[src/rtl/ps2_pkg.sv]
// rtl/ps2_pkg.sv - shared types, constants and parity helper for the PS/2 blocks
package ps2_pkg;

   typedef enum logic [2:0] {
      IDLE     = 3'd0,
      RTS      = 3'd1,
      START    = 3'd2,
      DATA     = 3'd3,
      STOP     = 3'd4,
      ACK      = 3'd5,
      WAIT_REL = 3'd6
   } state_t;

   localparam int FRAME_LEN          = 9;
   localparam int DEF_INHIBIT_CYCLES = 10000;
   localparam int DEF_TIMEOUT_CYCLES = 2000000;
   localparam int DEF_FILTER_LEN     = 8;

   function automatic logic odd_parity(input logic [7:0] d);
      return ~^d;
   endfunction

endpackage

[src/rtl/ps2_clk_filter.sv]
// rtl/ps2_clk_filter.sv - ps2c/ps2d synchronisers, ps2c glitch filter and fall pulse
module ps2_clk_filter
   import ps2_pkg::*;
#(
   parameter int FILTER_LEN = DEF_FILTER_LEN
) (
   input  logic clk,
   input  logic rst_n,
   input  logic ps2c,
   input  logic ps2d,
   output logic clk_filt,
   output logic data_sync,
   output logic fall
);

   logic [1:0]            c_sync;
   logic [1:0]            d_sync;
   logic [FILTER_LEN-1:0] shift;

   // Idle PS/2 lines float high, so everything resets to the released level.
   always_ff @(posedge clk or negedge rst_n) begin
      if (!rst_n) begin
         c_sync   <= 2'b11;
         d_sync   <= 2'b11;
         shift    <= '1;
         clk_filt <= 1'b1;
         fall     <= 1'b0;
      end else begin
         c_sync <= {c_sync[0], ps2c};
         d_sync <= {d_sync[0], ps2d};
         shift  <= {shift[FILTER_LEN-2:0], c_sync[1]};
         fall   <= 1'b0;
         if (shift == '1) begin
            clk_filt <= 1'b1;
         end else if (shift == '0) begin
            clk_filt <= 1'b0;
            fall     <= clk_filt;
         end
      end
   end

   assign data_sync = d_sync[1];

endmodule

[src/rtl/ps2_tx.sv]
// rtl/ps2_tx.sv - host-to-device PS/2 command transmitter with open-drain enables
module ps2_tx
   import ps2_pkg::*;
#(
   parameter int INHIBIT_CYCLES = DEF_INHIBIT_CYCLES,
   parameter int TIMEOUT_CYCLES = DEF_TIMEOUT_CYCLES,
   parameter int FILTER_LEN     = DEF_FILTER_LEN
) (
   input  logic       Clock_i,
   input  logic       Reset_i,
   input  logic       wr_ps2_i,
   input  logic [7:0] din_i,
   input  logic       ps2c_i,
   input  logic       ps2d_i,
   output logic       ps2c_oe_o,
   output logic       ps2d_oe_o,
   output logic       tx_idle_o,
   output logic       tx_done_tick_o,
   output logic       tx_err_tick_o
);

   localparam int CNT_MAX = (INHIBIT_CYCLES > TIMEOUT_CYCLES) ? INHIBIT_CYCLES : TIMEOUT_CYCLES;
   localparam int CNT_W   = $clog2(CNT_MAX);

   state_t                 state, state_next;
   logic [CNT_W-1:0]       cnt, cnt_next;
   logic [3:0]             n, n_next;
   logic [FRAME_LEN-1:0]   frame, frame_next;
   logic                   ack_bit, ack_next;
   logic                   done_next, err_next;
   logic                   clk_filt, data_sync, fall;

   ps2_clk_filter #(.FILTER_LEN(FILTER_LEN)) u_filter (
      .clk       (Clock_i),
      .rst_n     (Reset_i),
      .ps2c      (ps2c_i),
      .ps2d      (ps2d_i),
      .clk_filt  (clk_filt),
      .data_sync (data_sync),
      .fall      (fall)
   );

   always_ff @(posedge Clock_i or negedge Reset_i) begin
      if (!Reset_i) begin
         state          <= IDLE;
         cnt            <= '0;
         n              <= '0;
         frame          <= '0;
         ack_bit        <= 1'b1;
         tx_done_tick_o <= 1'b0;
         tx_err_tick_o  <= 1'b0;
      end else begin
         state          <= state_next;
         cnt            <= cnt_next;
         n              <= n_next;
         frame          <= frame_next;
         ack_bit        <= ack_next;
         tx_done_tick_o <= done_next;
         tx_err_tick_o  <= err_next;
      end
   end

   always_comb begin
      state_next = state;
      cnt_next   = cnt;
      n_next     = n;
      frame_next = frame;
      ack_next   = ack_bit;
      done_next  = 1'b0;
      err_next   = 1'b0;
      case (state)
         IDLE: begin
            if (wr_ps2_i) begin
               frame_next = {odd_parity(din_i), din_i};
               cnt_next   = CNT_W'(INHIBIT_CYCLES - 1);
               state_next = RTS;
            end
         end
         RTS: begin
            if (cnt == '0) begin
               cnt_next   = CNT_W'(TIMEOUT_CYCLES - 1);
               n_next     = '0;
               state_next = START;
            end else begin
               cnt_next = cnt - 1'b1;
            end
         end
         default: begin
            // Timeout is checked ahead of any clock edge so it always wins.
            if (cnt == '0) begin
               err_next   = 1'b1;
               state_next = IDLE;
            end else begin
               cnt_next = cnt - 1'b1;
               case (state)
                  START: begin
                     if (fall) begin
                        n_next     = '0;
                        state_next = DATA;
                     end
                  end
                  DATA: begin
                     if (fall) begin
                        if (n == 4'(FRAME_LEN - 1)) state_next = STOP;
                        else                        n_next     = n + 4'd1;
                     end
                  end
                  STOP: begin
                     // The device drives its acknowledge onto the stop-bit fall.
                     if (fall) begin
                        ack_next   = data_sync;
                        state_next = ACK;
                     end
                  end
                  ACK: begin
                     if (!ack_bit) begin
                        state_next = WAIT_REL;
                     end else begin
                        err_next   = 1'b1;
                        state_next = IDLE;
                     end
                  end
                  WAIT_REL: begin
                     if (clk_filt && data_sync) begin
                        done_next  = 1'b1;
                        state_next = IDLE;
                     end
                  end
                  default: state_next = IDLE;
               endcase
            end
         end
      endcase
   end

   assign ps2c_oe_o = (state == RTS);
   assign ps2d_oe_o = (state == START) || ((state == DATA) && !frame[n]);
   assign tx_idle_o = (state == IDLE);

endmodule

[config.mk]
export PLATFORM = sky130hd
export DESIGN_NAME = ps2_tx
export DESIGN_NICKNAME = d
export VERILOG_FILES = /design/src/rtl/ps2_pkg.sv /design/src/rtl/ps2_clk_filter.sv /design/src/rtl/ps2_tx.sv
export SDC_FILE = /design/constraint.sdc
export NUM_CORES = 1
export LEC_CHECK = 0
export CORE_AREA = 2 2 84 86
export DETAILED_ROUTE_END_ITERATION = 12
export DIE_AREA = 0 0 86 88
export SETUP_SLACK_MARGIN = 0.5
export SLEW_MARGIN = 15
export SYNTH_ARGS = -nofsm -noshare
export SYNTH_HDL_FRONTEND = slang
export SYNTH_SLANG_ARGS = --single-unit
[constraint.sdc]
create_clock -name Clock_i -period 3.35 [get_ports Clock_i]
set_clock_uncertainty 0.2 [all_clocks]
set_input_delay 1.005 -clock Clock_i [delete_from_list [all_inputs] [get_ports Clock_i]]
set_output_delay 1.005 -clock Clock_i [all_outputs]
set_load 0.02 [all_outputs]
# == Yosys cells after proc, flatten, opt, wreduce, memory -nomap -nowiden ==
# Cells that the tools add are included.
# totals
ff_bits,54
inputBits,13
latchBits,0
rom_bits,0
mem_count,0
mem_bits_rw,0
elab_cells,90
# op_classes
n_eq_ne,20
n_div,0
add_sub_neg,2
n_lt_le_gt_ge,1
reduce_logical,16
multipliers,0
shifts,0
bitwise_logic,3
mux,36
# op_table
cell,count
$mux W21,3
$pmux W21 S2,1
$mux W3,9
$logic_not A21 Y1,1
$sub A21 B1 Y21 const B,1
$mux W4,5
$pmux W4 S2,2
$pmux W3 S5,1
$reduce_and A7 Y1,2
$mux W1,13
$ne A4 B3 Y1 const B,3
$eq A3 B3 Y1 const B,3
$eq A8 B8 Y1 const B,1
$logic_not A8 Y1,1
$ne A4 B4 Y1 const B,2
$reduce_xnor A8 Y1,1
$eq A3 B2 Y1 const B,2
$ne A3 B2 Y1 const B,2
$ne A3 B3 Y1 const B,2
$pmux W3 S2,1
$lt A4 B5 Y1 const B,1
$add A4 B1 Y4 const B,1
$bmux W1 S4,1
$eq A4 B4 Y1 const B,1
13 further kinds,18

# == Depth between registers and ports, before layout ==
# Gate-level depths: netlist of the first run.
# logic_depth
word_depth,6
depth_mapped,9
ltp_nobuf,7

# == Hierarchy ==
# A second synthesis of the first run with hierarchy kept.
# unflattened
hier_cells,298
area_unflattened_um2,2862.7
# modules_own_cells
module,area_each_um2,n_inst,cells_per_inst
ps2_tx,2439.8,1,277
ps2_clk_filter,422.9,1,21

# == Worst setup path after synthesis of the first run ==
# OpenSTA, ideal clock, no wires.
# synth_timing
path_kind,flip-flop to output port
startpoint,reg n[0]
endpoint,out ps2d_oe_o
arrival_time_ps,1614
n_path_buf,1
required_ps,2145
setup_slack_ps,531
path_stages_with_launch,6
path_cell_list,dfrtp_1 > clkbuf_1 > mux4_2 > nand4b_1 > nand2_1 > a31oi_1
# synth_between
elab_chain_len,5
# synth_rtl
element,line_no,source
start: declaration,ps2_tx.sv:27,"logic [3:0] n, n_next;"
start signal: assignment,ps2_tx.sv:55,n <= n_next;
$bmux W1 S4,ps2_tx.sv:137,assign ps2d_oe_o = (state == START) || ((state == DATA) && !frame[n]);
$mux W1 (not written as such),ps2_tx.sv:137,
$logic_not A1 Y1,ps2_tx.sv:137,
$logic_and A1 B1 Y1,ps2_tx.sv:137,
$logic_or A1 B1 Y1,ps2_tx.sv:137,
end: declaration,ps2_tx.sv:16,"output logic ps2d_oe_o,"
# Every way passes these cells. The select of a mux whose other input is x is not followed.

# == Worst setup path after layout of the first run ==
# Same ends and word-level chain as after synthesis.

==> implementation parameters, run 1 <==
Parameter                              Value

Power and ir drop
  Power share of the clock group    between 30% and 40%
  Portion of total power attributed to sequential cells    between 50% and 60%
  Worst voltage drop across the vdd grid    ~0.24 mV
  Final Total Pwr    1.14 mW
  LEAKAGE    about 1.3 nW
  NetSw    0.250 mW
  Switching part of the total power    between 20% and 30%
  Comb pwr share    4.2%
  Int Power    approximately 0.89 mW
  Total power divided by cell area    344 nW/um^2

Detailed routing
  DR WL/cell    ~16 um
  DRC viols    0
  Detailed Route WL    roughly 6000 um
  Number of vias per cell    just under 6
  Number of routed nets with antenna violations    0
  1st-pass router iterations    4
  Vias post-DR    about 2.3k
  Initial DRC Count    132

Layout
  Number of non-filler instances in the completed layout    around 380
  Final core area utilization    between 40 and 50%
  Final Net Count    between 300 and 400
  Layout cell share with drive strength beyond 1    between 20% and 30%
  Number of antenna repair diodes    0
  Growth of design area from synthesis to finish    17.8%

CTS
  Maximum clock insertion buffer count    2
  Root Buffer    clkbuf_8
  CTS H-tree depth    2
  TritonCTS clock tree    done
  Hold buffer count at cts    0
  TritonCTS Sinks    54
  Clock latency at the later pin of the worst-skew pair    around 0.31 ns
  Clock buffers created by TritonCTS    5
  Worst-path clk slew    ~0.090 ns

STA
  RSZ-0062 raised after global routing    true
  Slew margin rel.    about 58%
  Hold Fails Final Rpt    0
  Final period util    between 80 and 90%
  Final-report setup violation count    0
  Worst Setup Slack, final    approximately 0.45 ns
  Tmin final    around 2.9 ns
  Transition time of the tightest slew-check pin    roughly 0.63 ns
  Pins Over Slew Limit    0
  Fmax    0.345 GHz
  Final TNS setup    0 ns

Synth
  Synth top area share    between 30% and 40%
  Number of nets produced by synthesis    291
  Part of the Yosys area used for sequential elements    between 40 and 50%
  Area leader, netlist    dfrtp_1
  Distinct cell type count of the synthesized netlist    56
  Cell types with the largest area share after synthesis    dfrtp_1 36%, dfstp_2 13%, mux2_2 3.6%, a21oi_1 3.4%, o31ai_1 2.9%
  Flip-flop and latch count after synthesis    54
  Top cells by instance count after synthesis    40 x dfrtp_1, 19 x a21oi_1, 16 x nand2_1
  Synthesized area divided by synthesized cell count    about 10 um^2
  Synth Warn #    0
  Syn Std Cell Area    roughly 2800 um^2
  Most frequently used flop master after synthesis    dfrtp_1
  Number of synthesized flops with an enable pin    0
  Cells after synthesis    approximately 280
  Most used standard cell by instance count after synthesis    dfrtp_1
  Fraction of registers with async set/reset    between 90% and 100%

Global routing
  Combined global-route utilization of all metal layers    roughly 17%
  Fraction of met3 tracks used by global routing    under 10%
  Maximum number of pins on one net before global-route repair    42
  Number of antenna violations at the first check in global routing    0
  Via count of the first global-routing pass    about 2.2k
  Global route total overflow    0
  Layer carrying the most global-route usage    met2
  Met2 routing resource usage after global routing    slightly below 30%
  First-pass GRT wire length    approximately 10000 um
  Global routing usage on met1    22.0%

Critical path
  Endpoint class of the critical path    output port
  Reg2reg setup slack    between 0.5 and 0.6 ns
  Data arrival time of the worst path    between 1.5 and 2 ns
  Max stage delay cell, worst path    mux4_2
  Biggest fanout along the worst timing path    2
  Cell-by-cell trace of the critical path    mux4_2, nand4b_1, nand2_1, a31oi_1, buf_4
  Reg2Reg Depth    7
  Data required time of the critical path    approximately 2.1 ns
  Reg-to-reg critical path startpoint    cnt[1]
  Start-to-end type of the worst setup path    reg -> out
  Startpoint class of the critical path    flop
  Terminus of the critical flop-to-flop path    cnt[12]
  CP peak stage delay    0.50 ns

Die
  Core outline area    6640 um^2
  Cell Rows    30
  Die extent in y    88 um
  Total I/O pin count    18
  Die area    approximately 7600 um^2
  Initial standard-cell utilization of the core    42.2%
  Chip width    roughly 86 um

Worst hold path
  Worst Hold Class    reg -> reg
  Endpoint, Worst Hold    u_filter.shift[0]
  Hold Crit Depth    0
  Min-delay src    u_filter.c_sync[1]

Flow run
  Max cap viols    0

Placed design
  Routability cong.    0.801
  HPWL after detailed placement    4080 um
  Placed Cells    371
  Count of buffers from port buffering    17
  Post-placement worst setup slack    ~0.19 ns

Outcome
  Run status    completed
## kinds of logic after synthesis
logic type	Yosys count	share of synthesized area, %
AOI/OAI and AO/OA	72	16.9
xor gates and xnor gates	7	2.19
adders and majority gates	3	1.34
buffers and inverters	20	2.85
DFF	54	48.8
muxes	13	5.49
and+or+nand+nor	106	22.4
## worst max path at each step
stage                     startpoint        end  slack, ns
after global routing            n[0]  ps2d_oe_o       0.36
after global placement      wr_ps2_i    cnt[16]       0.24
final                           n[0]  ps2d_oe_o       0.45
after floorplan                 n[0]  ps2d_oe_o       0.53
after CTS                       n[0]  ps2d_oe_o       0.28
after detailed placement    wr_ps2_i    cnt[16]       0.19
## stage by stage
stage               cell area [um^2]  hold slack (ns)
global route                    3300            0.164
global placement                3120            0.146
finish                          3300            0.160
detailed placement              3120            0.147
CTS                             3250            0.162
floorplan                       2810            0.145
## sequential cells by signal, indices dropped and copies added (netlist names)
signal,cells
u_filter.c_sync,2
frame,9
n,4
state,3
tx_done_tick_o,1
tx_err_tick_o,1
u_filter.fall,1
cnt,21
u_filter.d_sync,2
u_filter.clk_filt,1
u_filter.shift,8
ack_bit,1
## final cells by class
class / instances / area (um^2)
repair buffers: 35 / 302
fillers: 605 / 3340
clock buffers: 6 / 93.8
flip-flops and latches: 54 / 1370
multi-input cells: 201 / 1400
clock inverters: 2 / 12.5
inverters: 6 / 22.5
well taps: 80 / 100
## layer usage
| layer | wire [um] | vias up | part of all wire [%] |
|---|---|---|---|
| met1 | 2760 | 1141 | 45 |
| met5 | 0 | - | 0 |
| met2 | 3110 | 49 | 50 |
| met3 | 230 | 6 | 3.7 |
| li1 | - | 1095 | - |
| met4 | 60 | 0 | 0.98 |
## power by group through the flow
stage                     Combinational, mW  Clock, mW  Sequential, mW
final                                0.0472      0.413           0.676
after global routing                 0.0531      0.456           0.677
after CTS                            0.0494      0.431           0.676
after detailed placement             0.0492          0           0.688
after global placement               0.0482          0           0.688
after floorplan                      0.0168          0           0.686
## worst max-delay path: cells and delay by family, from the launching register on
family | cells | cell delay, ns
multiplexers | 1 | 0.50
flip-flops | 1 | 0.39
AO/OA/AOI/OAI | 1 | 0.17
buffers and inverters | 1 | 0.17
AND/OR/NAND/NOR | 2 | 0.16
## timing repair
| item | in CTS | in global routing |
|---|---|---|
| pin swaps | 1 | 6 |
| resized for setup | 6 | 16 |
| setup buffers | 2 | 3 |
| endpoints found under the setup margin | 5 | 4 |
## cells in the final DEF (no fill, tap or decap), types with 3 or more instances in the layout
cell type and n:
nor2_1 11, o31ai_1 11, or4_1 5, a21oi_1 17, inv_1 4, buf_4 18, and3_1 6, o41ai_1 6
nand4_1 3, or3_1 8, mux2i_1 3, nor2b_1 7, clkdlybuf4s50_1 12, nand2_1 16, a22oi_1 4, or2_2 4
o21ai_0 14, clkbuf_8 5, mux2_2 9, xnor2_1 6, dfstp_2 14, dfrtp_1 39, or4_4 3, nor3_1 6
nand3_1 10, nor4_1 6
(Power assumes the default switching activity.)
==> run 2: changes to the inputs <==
--- a/config.mk
+++ b/config.mk
@@ -5,6 +5,7 @@
 export SDC_FILE = /design/constraint.sdc
 export NUM_CORES = 1
 export LEC_CHECK = 0
+export CAP_MARGIN = 30
 export CORE_AREA = 2 2 84 86
 export DETAILED_ROUTE_END_ITERATION = 12
 export DIE_AREA = 0 0 86 88
==> results of run 2 <==
Final layout, timing and power as in run 1 (identical DEF).
==> run 3: changes to the inputs <==
--- a/config.mk
+++ b/config.mk
@@ -5,12 +5,12 @@
 export SDC_FILE = /design/constraint.sdc
 export NUM_CORES = 1
 export LEC_CHECK = 0
-export CAP_MARGIN = 30
+export CAP_MARGIN = 15
 export CORE_AREA = 2 2 84 86
 export DETAILED_ROUTE_END_ITERATION = 12
 export DIE_AREA = 0 0 86 88
 export SETUP_SLACK_MARGIN = 0.5
-export SLEW_MARGIN = 15
+export SLEW_MARGIN = 10
 export SYNTH_ARGS = -nofsm -noshare
 export SYNTH_HDL_FRONTEND = slang
 export SYNTH_SLANG_ARGS = --single-unit
==> results of run 3 <==
Final layout, timing and power as in run 1 (identical DEF).
